**src/rtl/id_ex_stage_pkg.sv**
```systemverilog
`default_nettype none
// ============================================================================
// Module : id_ex_stage_pkg
// Shared opcode constants and control-bundle layout for decoder and ID/EX.
// Rev    : 1.0
// ============================================================================
package id_ex_stage_pkg;

   typedef enum logic [6:0] {
      c_op_load   = 7'b0000011,
      c_op_store  = 7'b0100011,
      c_op_immalu = 7'b0010011,
      c_op_regalu = 7'b0110011,
      c_op_pause  = 7'b1110011
   } opcode_t;

   localparam logic [3:0] c_alu_add  = 4'b0000;
   localparam int         c_ctrl_w   = 11;

   // Field order is MSB first; the decoder packs with ctrl_pack so both agree.
   typedef struct packed {
      logic       memtoreg;
      logic       memwrite;
      logic       alusrcimm;
      logic       writesreg;
      logic       jump;
      logic       pause;
      logic       splitimm;
      logic [3:0] aluop;
   } ctrl_t;

   function automatic ctrl_t ctrl_pack(
      input logic       memtoreg,
      input logic       memwrite,
      input logic       alusrcimm,
      input logic       writesreg,
      input logic       jump,
      input logic       pause,
      input logic       splitimm,
      input logic [3:0] aluop
   );
      ctrl_t c;
      c.memtoreg  = memtoreg;
      c.memwrite  = memwrite;
      c.alusrcimm = alusrcimm;
      c.writesreg = writesreg;
      c.jump      = jump;
      c.pause     = pause;
      c.splitimm  = splitimm;
      c.aluop     = aluop;
      return c;
   endfunction

   function automatic ctrl_t main_decode(input opcode_t op);
      ctrl_t c;
      c = '0;
      case (op)
         c_op_load:   c = ctrl_pack(1'b1, 1'b0, 1'b1, 1'b1, 1'b0, 1'b0, 1'b0, c_alu_add);
         c_op_store:  c = ctrl_pack(1'b0, 1'b1, 1'b1, 1'b0, 1'b0, 1'b0, 1'b1, c_alu_add);
         c_op_immalu: c = ctrl_pack(1'b0, 1'b0, 1'b1, 1'b1, 1'b0, 1'b0, 1'b0, c_alu_add);
         c_op_regalu: c = ctrl_pack(1'b0, 1'b0, 1'b0, 1'b1, 1'b0, 1'b0, 1'b0, c_alu_add);
         c_op_pause:  c = ctrl_pack(1'b0, 1'b0, 1'b0, 1'b0, 1'b0, 1'b1, 1'b0, c_alu_add);
         default:     c = '0;
      endcase
      return c;
   endfunction

endpackage
`default_nettype wire

```
**src/rtl/id_ex_stage_if.sv**
```systemverilog
`default_nettype none
// ============================================================================
// Module : id_ex_if
// Decode-to-execute bundle plus EX handshake, flush and status signals.
// Rev    : 1.0
// ============================================================================
interface id_ex_if #(
   parameter int XLEN = 32,
   parameter int REGW = 5,
   parameter int CNTW = 32
) ();
   logic            id_valid;
   logic            id_ready;
   logic [XLEN-1:0] id_pc;
   logic [REGW-1:0] id_rs1;
   logic [REGW-1:0] id_rs2;
   logic [REGW-1:0] id_rd;
   logic [XLEN-1:0] id_rd1;
   logic [XLEN-1:0] id_rd2;
   logic [XLEN-1:0] id_imm;
   logic            id_memtoreg;
   logic            id_memwrite;
   logic            id_alusrcimm;
   logic            id_writesreg;
   logic            id_jump;
   logic            id_pause;
   logic            id_splitimm;
   logic [3:0]      id_aluop;
   logic            ex_ready;
   logic            flush;
   logic            ex_valid;
   logic [XLEN-1:0] ex_pc;
   logic [XLEN-1:0] ex_rd1;
   logic [XLEN-1:0] ex_rd2;
   logic [XLEN-1:0] ex_imm;
   logic [REGW-1:0] ex_rs1;
   logic [REGW-1:0] ex_rs2;
   logic [REGW-1:0] ex_rd;
   logic            ex_memtoreg;
   logic            ex_memwrite;
   logic            ex_alusrcimm;
   logic            ex_writesreg;
   logic            ex_jump;
   logic            ex_pause;
   logic            ex_splitimm;
   logic [3:0]      ex_aluop;
   logic            halted;
   logic [CNTW-1:0] bubble_cnt;

   modport master (
      output id_valid, id_pc, id_rs1, id_rs2, id_rd, id_rd1, id_rd2, id_imm,
             id_memtoreg, id_memwrite, id_alusrcimm, id_writesreg, id_jump,
             id_pause, id_splitimm, id_aluop, ex_ready, flush,
      input  id_ready, ex_valid, ex_pc, ex_rd1, ex_rd2, ex_imm, ex_rs1, ex_rs2,
             ex_rd, ex_memtoreg, ex_memwrite, ex_alusrcimm, ex_writesreg,
             ex_jump, ex_pause, ex_splitimm, ex_aluop, halted, bubble_cnt
   );

   modport slave (
      input  id_valid, id_pc, id_rs1, id_rs2, id_rd, id_rd1, id_rd2, id_imm,
             id_memtoreg, id_memwrite, id_alusrcimm, id_writesreg, id_jump,
             id_pause, id_splitimm, id_aluop, ex_ready, flush,
      output id_ready, ex_valid, ex_pc, ex_rd1, ex_rd2, ex_imm, ex_rs1, ex_rs2,
             ex_rd, ex_memtoreg, ex_memwrite, ex_alusrcimm, ex_writesreg,
             ex_jump, ex_pause, ex_splitimm, ex_aluop, halted, bubble_cnt
   );
endinterface
`default_nettype wire

```
**src/rtl/id_ex_stage_hazard_detect.sv**
```systemverilog
`default_nettype none
// ============================================================================
// Module : hazard_detect
// Combinational load-use check of the decode sources against the load in EX.
// Rev    : 1.0
// ============================================================================
module hazard_detect
   import id_ex_stage_pkg::*;
#(
   parameter int REGW = 5
) (
   input  logic            ex_valid,
   input  logic            ex_memtoreg,
   input  logic [REGW-1:0] ex_rd,
   input  logic [REGW-1:0] id_rs1,
   input  logic [REGW-1:0] id_rs2,
   input  logic            id_alusrcimm,
   input  logic            id_memwrite,
   output logic            hazard,
   output logic            use_rs2
);
   logic w_load_in_ex;
   logic w_rs1_hit;
   logic w_rs2_hit;

   // Stores read rs2 as data even though their ALU operand is the immediate.
   assign use_rs2      = ~id_alusrcimm | id_memwrite;
   assign w_load_in_ex = ex_valid & ex_memtoreg & (ex_rd != '0);
   assign w_rs1_hit    = (id_rs1 == ex_rd);
   assign w_rs2_hit    = use_rs2 & (id_rs2 == ex_rd);
   assign hazard       = w_load_in_ex & (w_rs1_hit | w_rs2_hit);

endmodule
`default_nettype wire

```
**src/rtl/id_ex_stage.sv**
```systemverilog
`default_nettype none
// ============================================================================
// Module : id_ex_stage
// ID/EX boundary register with load-use bubbles, redirect flush and halt latch.
// Rev    : 1.0
// ============================================================================
module id_ex_stage
   import id_ex_stage_pkg::*;
#(
   parameter int XLEN = 32,
   parameter int REGW = 5,
   parameter int CNTW = 32
) (
   input  logic   clk,
   input  logic   reset,
   id_ex_if.slave bus
);
   logic            r_valid;
   logic            r_halted;
   logic [XLEN-1:0] r_pc;
   logic [XLEN-1:0] r_rd1;
   logic [XLEN-1:0] r_rd2;
   logic [XLEN-1:0] r_imm;
   logic [REGW-1:0] r_rs1;
   logic [REGW-1:0] r_rs2;
   logic [REGW-1:0] r_rd;
   ctrl_t           r_ctrl;
   logic [CNTW-1:0] r_bubble_cnt;

   ctrl_t           w_id_ctrl;
   logic            w_advance;
   logic            w_hazard;
   logic            w_use_rs2_unused;
   logic            w_accept;
   logic            w_cnt_sat;

   assign w_id_ctrl = ctrl_pack(bus.id_memtoreg, bus.id_memwrite, bus.id_alusrcimm,
                                bus.id_writesreg, bus.id_jump, bus.id_pause,
                                bus.id_splitimm, bus.id_aluop);

   hazard_detect #(
      .REGW (REGW)
   ) u_hazard_detect (
      .ex_valid     (r_valid),
      .ex_memtoreg  (r_ctrl.memtoreg),
      .ex_rd        (r_rd),
      .id_rs1       (bus.id_rs1),
      .id_rs2       (bus.id_rs2),
      .id_alusrcimm (bus.id_alusrcimm),
      .id_memwrite  (bus.id_memwrite),
      .hazard       (w_hazard),
      .use_rs2      (w_use_rs2_unused)
   );

   assign w_advance    = bus.ex_ready | ~r_valid;
   assign bus.id_ready = ~reset & w_advance & ~w_hazard & ~r_halted & ~bus.flush;
   assign w_accept     = bus.id_valid & bus.id_ready;
   assign w_cnt_sat    = &r_bubble_cnt;

   always_ff @(posedge clk or posedge reset) begin
      if (reset) begin
         r_valid      <= 1'b0;
         r_halted     <= 1'b0;
         r_pc         <= '0;
         r_rd1        <= '0;
         r_rd2        <= '0;
         r_imm        <= '0;
         r_rs1        <= '0;
         r_rs2        <= '0;
         r_rd         <= '0;
         r_ctrl       <= '0;
         r_bubble_cnt <= '0;
      end else if (bus.flush) begin
         r_valid <= 1'b0;
      end else if (r_halted) begin
         // Frozen core: the pause bundle drains once EX takes it, nothing follows.
         if (bus.ex_ready) begin
            r_valid <= 1'b0;
         end
      end else if (w_advance) begin
         if (w_hazard && bus.id_valid) begin
            r_valid <= 1'b0;
            if (!w_cnt_sat) begin
               r_bubble_cnt <= r_bubble_cnt + {{(CNTW-1){1'b0}}, 1'b1};
            end
         end else if (w_accept) begin
            r_valid  <= 1'b1;
            r_pc     <= bus.id_pc;
            r_rd1    <= bus.id_rd1;
            r_rd2    <= bus.id_rd2;
            r_imm    <= bus.id_imm;
            r_rs1    <= bus.id_rs1;
            r_rs2    <= bus.id_rs2;
            r_rd     <= bus.id_rd;
            r_ctrl   <= w_id_ctrl;
            r_halted <= bus.id_pause;
         end else begin
            r_valid <= 1'b0;
         end
      end
   end

   assign bus.ex_valid     = r_valid;
   assign bus.ex_pc        = r_pc;
   assign bus.ex_rd1       = r_rd1;
   assign bus.ex_rd2       = r_rd2;
   assign bus.ex_imm       = r_imm;
   assign bus.ex_rs1       = r_rs1;
   assign bus.ex_rs2       = r_rs2;
   assign bus.ex_rd        = r_rd;
   assign bus.ex_memtoreg  = r_ctrl.memtoreg;
   // Side-effecting controls are gated here so a bubble can never write.
   assign bus.ex_memwrite  = r_ctrl.memwrite & r_valid;
   assign bus.ex_writesreg = r_ctrl.writesreg & r_valid;
   assign bus.ex_alusrcimm = r_ctrl.alusrcimm;
   assign bus.ex_jump      = r_ctrl.jump;
   assign bus.ex_pause     = r_ctrl.pause;
   assign bus.ex_splitimm  = r_ctrl.splitimm;
   assign bus.ex_aluop     = r_ctrl.aluop;
   assign bus.halted       = r_halted;
   assign bus.bubble_cnt   = r_bubble_cnt;

endmodule
`default_nettype wire

```
**src/flat_wrapper.sv**
```systemverilog
// flat-port wrapper written by rule: the top's interface ports become plain ports
module id_ex_stage_flat import id_ex_stage_pkg::*;
#(
   parameter int XLEN = 32,
   parameter int REGW = 5,
   parameter int CNTW = 32
)
  (clk, reset, bus_id_valid, bus_id_pc, bus_id_rs1, bus_id_rs2, bus_id_rd, bus_id_rd1, bus_id_rd2, bus_id_imm, bus_id_memtoreg, bus_id_memwrite, bus_id_alusrcimm, bus_id_writesreg, bus_id_jump, bus_id_pause, bus_id_splitimm, bus_id_aluop, bus_ex_ready, bus_flush, bus_id_ready, bus_ex_valid, bus_ex_pc, bus_ex_rd1, bus_ex_rd2, bus_ex_imm, bus_ex_rs1, bus_ex_rs2, bus_ex_rd, bus_ex_memtoreg, bus_ex_memwrite, bus_ex_alusrcimm, bus_ex_writesreg, bus_ex_jump, bus_ex_pause, bus_ex_splitimm, bus_ex_aluop, bus_halted, bus_bubble_cnt);
  id_ex_if #(.XLEN(XLEN), .REGW(REGW), .CNTW(CNTW)) bus_i ();
  input  logic clk;
  input  logic reset;
  input wire logic [$bits(bus_i.id_valid)-1:0] bus_id_valid;
  input wire logic [$bits(bus_i.id_pc)-1:0] bus_id_pc;
  input wire logic [$bits(bus_i.id_rs1)-1:0] bus_id_rs1;
  input wire logic [$bits(bus_i.id_rs2)-1:0] bus_id_rs2;
  input wire logic [$bits(bus_i.id_rd)-1:0] bus_id_rd;
  input wire logic [$bits(bus_i.id_rd1)-1:0] bus_id_rd1;
  input wire logic [$bits(bus_i.id_rd2)-1:0] bus_id_rd2;
  input wire logic [$bits(bus_i.id_imm)-1:0] bus_id_imm;
  input wire logic [$bits(bus_i.id_memtoreg)-1:0] bus_id_memtoreg;
  input wire logic [$bits(bus_i.id_memwrite)-1:0] bus_id_memwrite;
  input wire logic [$bits(bus_i.id_alusrcimm)-1:0] bus_id_alusrcimm;
  input wire logic [$bits(bus_i.id_writesreg)-1:0] bus_id_writesreg;
  input wire logic [$bits(bus_i.id_jump)-1:0] bus_id_jump;
  input wire logic [$bits(bus_i.id_pause)-1:0] bus_id_pause;
  input wire logic [$bits(bus_i.id_splitimm)-1:0] bus_id_splitimm;
  input wire logic [$bits(bus_i.id_aluop)-1:0] bus_id_aluop;
  input wire logic [$bits(bus_i.ex_ready)-1:0] bus_ex_ready;
  input wire logic [$bits(bus_i.flush)-1:0] bus_flush;
  output wire logic [$bits(bus_i.id_ready)-1:0] bus_id_ready;
  output wire logic [$bits(bus_i.ex_valid)-1:0] bus_ex_valid;
  output wire logic [$bits(bus_i.ex_pc)-1:0] bus_ex_pc;
  output wire logic [$bits(bus_i.ex_rd1)-1:0] bus_ex_rd1;
  output wire logic [$bits(bus_i.ex_rd2)-1:0] bus_ex_rd2;
  output wire logic [$bits(bus_i.ex_imm)-1:0] bus_ex_imm;
  output wire logic [$bits(bus_i.ex_rs1)-1:0] bus_ex_rs1;
  output wire logic [$bits(bus_i.ex_rs2)-1:0] bus_ex_rs2;
  output wire logic [$bits(bus_i.ex_rd)-1:0] bus_ex_rd;
  output wire logic [$bits(bus_i.ex_memtoreg)-1:0] bus_ex_memtoreg;
  output wire logic [$bits(bus_i.ex_memwrite)-1:0] bus_ex_memwrite;
  output wire logic [$bits(bus_i.ex_alusrcimm)-1:0] bus_ex_alusrcimm;
  output wire logic [$bits(bus_i.ex_writesreg)-1:0] bus_ex_writesreg;
  output wire logic [$bits(bus_i.ex_jump)-1:0] bus_ex_jump;
  output wire logic [$bits(bus_i.ex_pause)-1:0] bus_ex_pause;
  output wire logic [$bits(bus_i.ex_splitimm)-1:0] bus_ex_splitimm;
  output wire logic [$bits(bus_i.ex_aluop)-1:0] bus_ex_aluop;
  output wire logic [$bits(bus_i.halted)-1:0] bus_halted;
  output wire logic [$bits(bus_i.bubble_cnt)-1:0] bus_bubble_cnt;
  assign bus_i.id_valid = bus_id_valid;
  assign bus_i.id_pc = bus_id_pc;
  assign bus_i.id_rs1 = bus_id_rs1;
  assign bus_i.id_rs2 = bus_id_rs2;
  assign bus_i.id_rd = bus_id_rd;
  assign bus_i.id_rd1 = bus_id_rd1;
  assign bus_i.id_rd2 = bus_id_rd2;
  assign bus_i.id_imm = bus_id_imm;
  assign bus_i.id_memtoreg = bus_id_memtoreg;
  assign bus_i.id_memwrite = bus_id_memwrite;
  assign bus_i.id_alusrcimm = bus_id_alusrcimm;
  assign bus_i.id_writesreg = bus_id_writesreg;
  assign bus_i.id_jump = bus_id_jump;
  assign bus_i.id_pause = bus_id_pause;
  assign bus_i.id_splitimm = bus_id_splitimm;
  assign bus_i.id_aluop = bus_id_aluop;
  assign bus_i.ex_ready = bus_ex_ready;
  assign bus_i.flush = bus_flush;
  assign bus_id_ready = bus_i.id_ready;
  assign bus_ex_valid = bus_i.ex_valid;
  assign bus_ex_pc = bus_i.ex_pc;
  assign bus_ex_rd1 = bus_i.ex_rd1;
  assign bus_ex_rd2 = bus_i.ex_rd2;
  assign bus_ex_imm = bus_i.ex_imm;
  assign bus_ex_rs1 = bus_i.ex_rs1;
  assign bus_ex_rs2 = bus_i.ex_rs2;
  assign bus_ex_rd = bus_i.ex_rd;
  assign bus_ex_memtoreg = bus_i.ex_memtoreg;
  assign bus_ex_memwrite = bus_i.ex_memwrite;
  assign bus_ex_alusrcimm = bus_i.ex_alusrcimm;
  assign bus_ex_writesreg = bus_i.ex_writesreg;
  assign bus_ex_jump = bus_i.ex_jump;
  assign bus_ex_pause = bus_i.ex_pause;
  assign bus_ex_splitimm = bus_i.ex_splitimm;
  assign bus_ex_aluop = bus_i.ex_aluop;
  assign bus_halted = bus_i.halted;
  assign bus_bubble_cnt = bus_i.bubble_cnt;
  id_ex_stage #(.XLEN(XLEN), .REGW(REGW), .CNTW(CNTW)) u_core (.clk(clk), .reset(reset), .bus(bus_i));
endmodule
```
**config.mk**
```make
export PLATFORM = sky130hd
export DESIGN_NAME = id_ex_stage_flat
export DESIGN_NICKNAME = d
export VERILOG_FILES = /design/src/rtl/id_ex_stage_pkg.sv /design/src/rtl/id_ex_stage_if.sv /design/src/rtl/id_ex_stage_hazard_detect.sv /design/src/rtl/id_ex_stage.sv /design/src/flat_wrapper.sv
export SDC_FILE = /design/constraint.sdc
export NUM_CORES = 1
export LEC_CHECK = 0
export CELL_PAD_IN_SITES_DETAIL_PLACEMENT = 1
export CELL_PAD_IN_SITES_GLOBAL_PLACEMENT = 1
export CORE_MARGIN = 5
export CORE_UTILIZATION = 32
export DETAILED_ROUTE_END_ITERATION = 6
export GPL_ROUTABILITY_DRIVEN = 0
export GPL_TIMING_DRIVEN = 0
export PLACE_DENSITY_LB_ADDON = 0.1
export SETUP_SLACK_MARGIN = 0.02
export SKIP_CTS_REPAIR_TIMING = 1
export SLEW_MARGIN = 20
export SYNTH_ARGS = -nofsm -noshare
export SYNTH_HDL_FRONTEND = slang
export SYNTH_HIERARCHICAL = 1
export SYNTH_SLANG_ARGS = --single-unit
```
**constraint.sdc**
```tcl
create_clock -name clk -period 8.2 [get_ports clk]
set_input_delay 0.82 -clock clk [delete_from_list [all_inputs] [get_ports clk]]
set_output_delay 0.82 -clock clk [all_outputs]
set_load 0.02 [all_outputs]
```
==> flow_summary.yaml <==
hold_path:
  hold_path.class: "reg2reg"
  hold_end: "u_core/bus.bubble_cnt[6]"
  min_path_cells: 1
  min_from: "u_core/bus.bubble_cnt[6]"
yosys:
  async_flop_share_pct: 100
  ys_warn_count: 6
  synth_seq_cells: 188
  yosysTopAreaCell: "dfrtp_1"
  synth_ff_type: "dfrtp_1"
  post_synth_num_cell_types: 35
  synthCells: 497
  syn_area_um2: 7510
  synth_area_leaders: "dfrtp_1, mux2_2, xnor2_1, xor2_1, nand4_1"
  synth_nets: 657
  yosysTopAreaCellShare_pct: 62.6
  postSynthAreaPerCell_um2: 15.1
  synth_edf_count: 0
  seq_area_frac_synth_pct: 62.6
setup_path:
  worstSetupEndpointType: "flop"
  path_cells: "clkdlybuf4s50_1 > xor2_1 > nor4_1 > nand3_1 > a21oi_1 > nor3_1 > nand2_1 > clkbuf_1 > clkbuf_1 > mux2_2"
  worst_ep_required_time_ns: 8.51
  r2r_slack_ns: 4.90
  critPathBufInv: 3
  cp-startpoint: "bus_id_rs2[2]"
  cp-start-kind: "input port"
  rr_worst_depth: 9
  critPathMaxStageDelay_ns: 0.65
  path_max_fanout: 10
  arrival_ns: 4.01
  cp_slowest_cell: "clkbuf_1"
  setup.worst_path.class: "in2reg"
  r2r-end: "u_core/bus.ex_pc[4]"
  crit_path_frequent_cell: "clkbuf_1"
  r2r_start: "u_core/bus.ex_rd[2]"
  crit_family: "buffers and inverters"
route:
  drc: 0
  postRouteAntennaNets: 0
  wire_per_inst_um: 20.2
  drt_iter0_drc: 144
  first_pass_iters: 4
  drt_wl_total_um: 24100
  viasPerCell: 4.58
  via_count: 5471
clock_tree:
  cts_tree: "done"
  h-tree-depth: 4
  cts_buffer_depth: 2
  cts_root_buffer: "clkbuf_16"
  cts.sinks: 188
  clock_latency_ns: 0.43
  clk_pin_slew_ns: 0.07
  cts_buffers: 17
sta:
  max_freq_ghz: 0.270
  worstMarginPinSlew_ns: 0.783
  hold_ws_ns: 0.498
  slew_headroom_pct: 47.8
  finClkSkew_ns: 0.0194
  period_share_pct: 45.2
  hold_viol_final: 0
  setup_viol: 0
  rsz0062_at_grt: "no"
  min_period_ns: 3.71
  slew_violations: 0
global_route:
  grt_pass1_wl_um: 36800
  overflow: 0
  antenna_found_initial: 0
  grt_pass1_vias: 6286
  grt_max_degree: 105
  track_usage_pct: 18.0
placed_design:
  io_buffers: 347
  dpl.hpwl_um: 18600
  dp_cells: 1164
finish:
  diodes: 0
  syn2layout_area_growth_pct: 59.7
  final_cell_count_no_fill: 1195
  final_common_cell: "clkdlybuf4s50_1"
  fin_util_pct: 51.5
  drive_above_1_share_pct: 24.5
  nFillCells: 2321
  layout_common_cells: "clkdlybuf4s50_1, dfrtp_1, mux2_2"
  final_nets: 1024
floorplanning:
  chipHeight_um: 163
  pin_count: 348
  dieWidth_um: 163
  std_cell_rows: 56
  design.die.area_um2: 26600
  start_util_pct: 32.3
  core_area_um2: 23300
pwr:
  power_leakage_nw: 4.98
  p_per_area_nw_per_um2: 265
  max-vdd-ir-drop_uv: 115
  total_power_mw: 3.17
status:
  status: "complete, no violations"
run:
  maxCapViolations: 0
how the worst max path moves through the flow:
stage                               endpoint  slack, ns  cells after the start
global route                u_core/r_ctrl[7]       4.10                     10
finish                   u_core/bus.ex_pc[4]       4.49                     10
detailed placement       u_core/bus.ex_pc[3]       3.90                     10
floorplan           u_core/bus.bubble_cnt[0]       2.27                      1
global placement       u_core/bus.ex_rd1[19]      -0.22                      2
CTS                      u_core/bus.ex_pc[4]       4.31                     10
metrics by stage:
step,setup WS (ns),area [µm²],TNS [ns]
after floorplan,2.27,7510,0
after global placement,-0.217,11400,-38.40
after detailed placement,3.90,11400,0
after CTS,4.31,12000,0
after global routing,4.10,12000,0
final,4.49,12000,0
sequential cells by signal, indices dropped and copies added (netlist names):
register	flops
u_core/bus.ex_rs2	5
u_core/bus.ex_splitimm	1
u_core/bus.ex_memtoreg	1
u_core/bus.ex_alusrcimm	1
u_core/bus.ex_jump	1
u_core/bus.ex_aluop	4
u_core/bus.ex_rd	5
u_core/r_ctrl	2
u_core/bus.ex_rd2	32
u_core/bus.ex_imm	32
u_core/bus.ex_rd1	32
u_core/bus.ex_pc	32
u_core/bus.bubble_cnt	32
u_core/bus.halted	1
u_core/bus.ex_rs1	5
u_core/bus.ex_valid	1
u_core/bus.ex_pause	1
per-layer routing:
layer | vias up | routed length [µm] | GRT usage (%) | part of all wire (%)
li1 | 2483 | - | - | -
met1 | 2731 | 8880 | 19.7 | 37
met2 | 228 | 12100 | 30.9 | 50
met3 | 29 | 2630 | 8.88 | 11
met4 | 0 | 520 | 5.30 | 2.2
met5 | - | 0 | 0 | 0
power breakdown:
| group | total [mW] | leakage, nW | switching, mW | internal [mW] |
|---|---|---|---|---|
| clock | 0.821 | 0.276 | 0.385 | 0.436 |
| sequential | 1.26 | 2.30 | 0.120 | 1.14 |
| combinational | 1.09 | 2.40 | 0.501 | 0.592 |
cells by family (layout without fill, tap and decap cells):
group / count (synthesis) / count (layout) / share of synthesized area [%]
DFF: 188 / 188 / 62.6
muxes: 155 / 155 / 23.2
and+or+nand+nor: 81 / 81 / 6.53
xor gates and xnor gates: 41 / 41 / 4.78
buffers and inverters: 25 / 404 / 1.77
AOI/OAI and AO/OA: 6 / 6 / 0.866
adders and majority gates: 1 / 1 / 0.167
cell type report:
class / instances / area [µm²] / area share (%)
sequential: 188 / 4700 / 39.2
timing repair buffer: 348 / 3500 / 29.2
multi-input combinational: 284 / 2670 / 22.3
clock buffer: 19 / 443 / 3.69
tap: 319 / 399 / 3.33
clock inverter: 12 / 131 / 1.10
buffer: 24 / 129 / 1.07
inverter: 1 / 11.3 / 0.0939
worst reg2reg max path: stages, from the launching register on:
cell and delay (ns):
dfrtp_1 0.43, xor2_1 0.18, nor4_1 0.37, nand3_1 0.12
a21oi_1 0.24, nor3_1 0.13, nand2_1 0.10, clkbuf_1 0.56
clkbuf_1 0.65, mux2_2 0.41
synth_stat cells (2+ instances only):
master    number
nor3_1         6
nor2_2         3
and3_1         6
xor2_1        16
nor3_2         3
buf_6          2
nand2b_1       2
buf_4          4
nand2_1       15
dfrtp_1      188
and2_1         2
clkbuf_1      11
nor2_1         3
xnor2_1       25
nand3_1       13
mux2_2       155
buf_2          7
nand4_1       17
and4_1         2
and3_2         2
No activity file was read; power rests on OpenSTA's default activity.
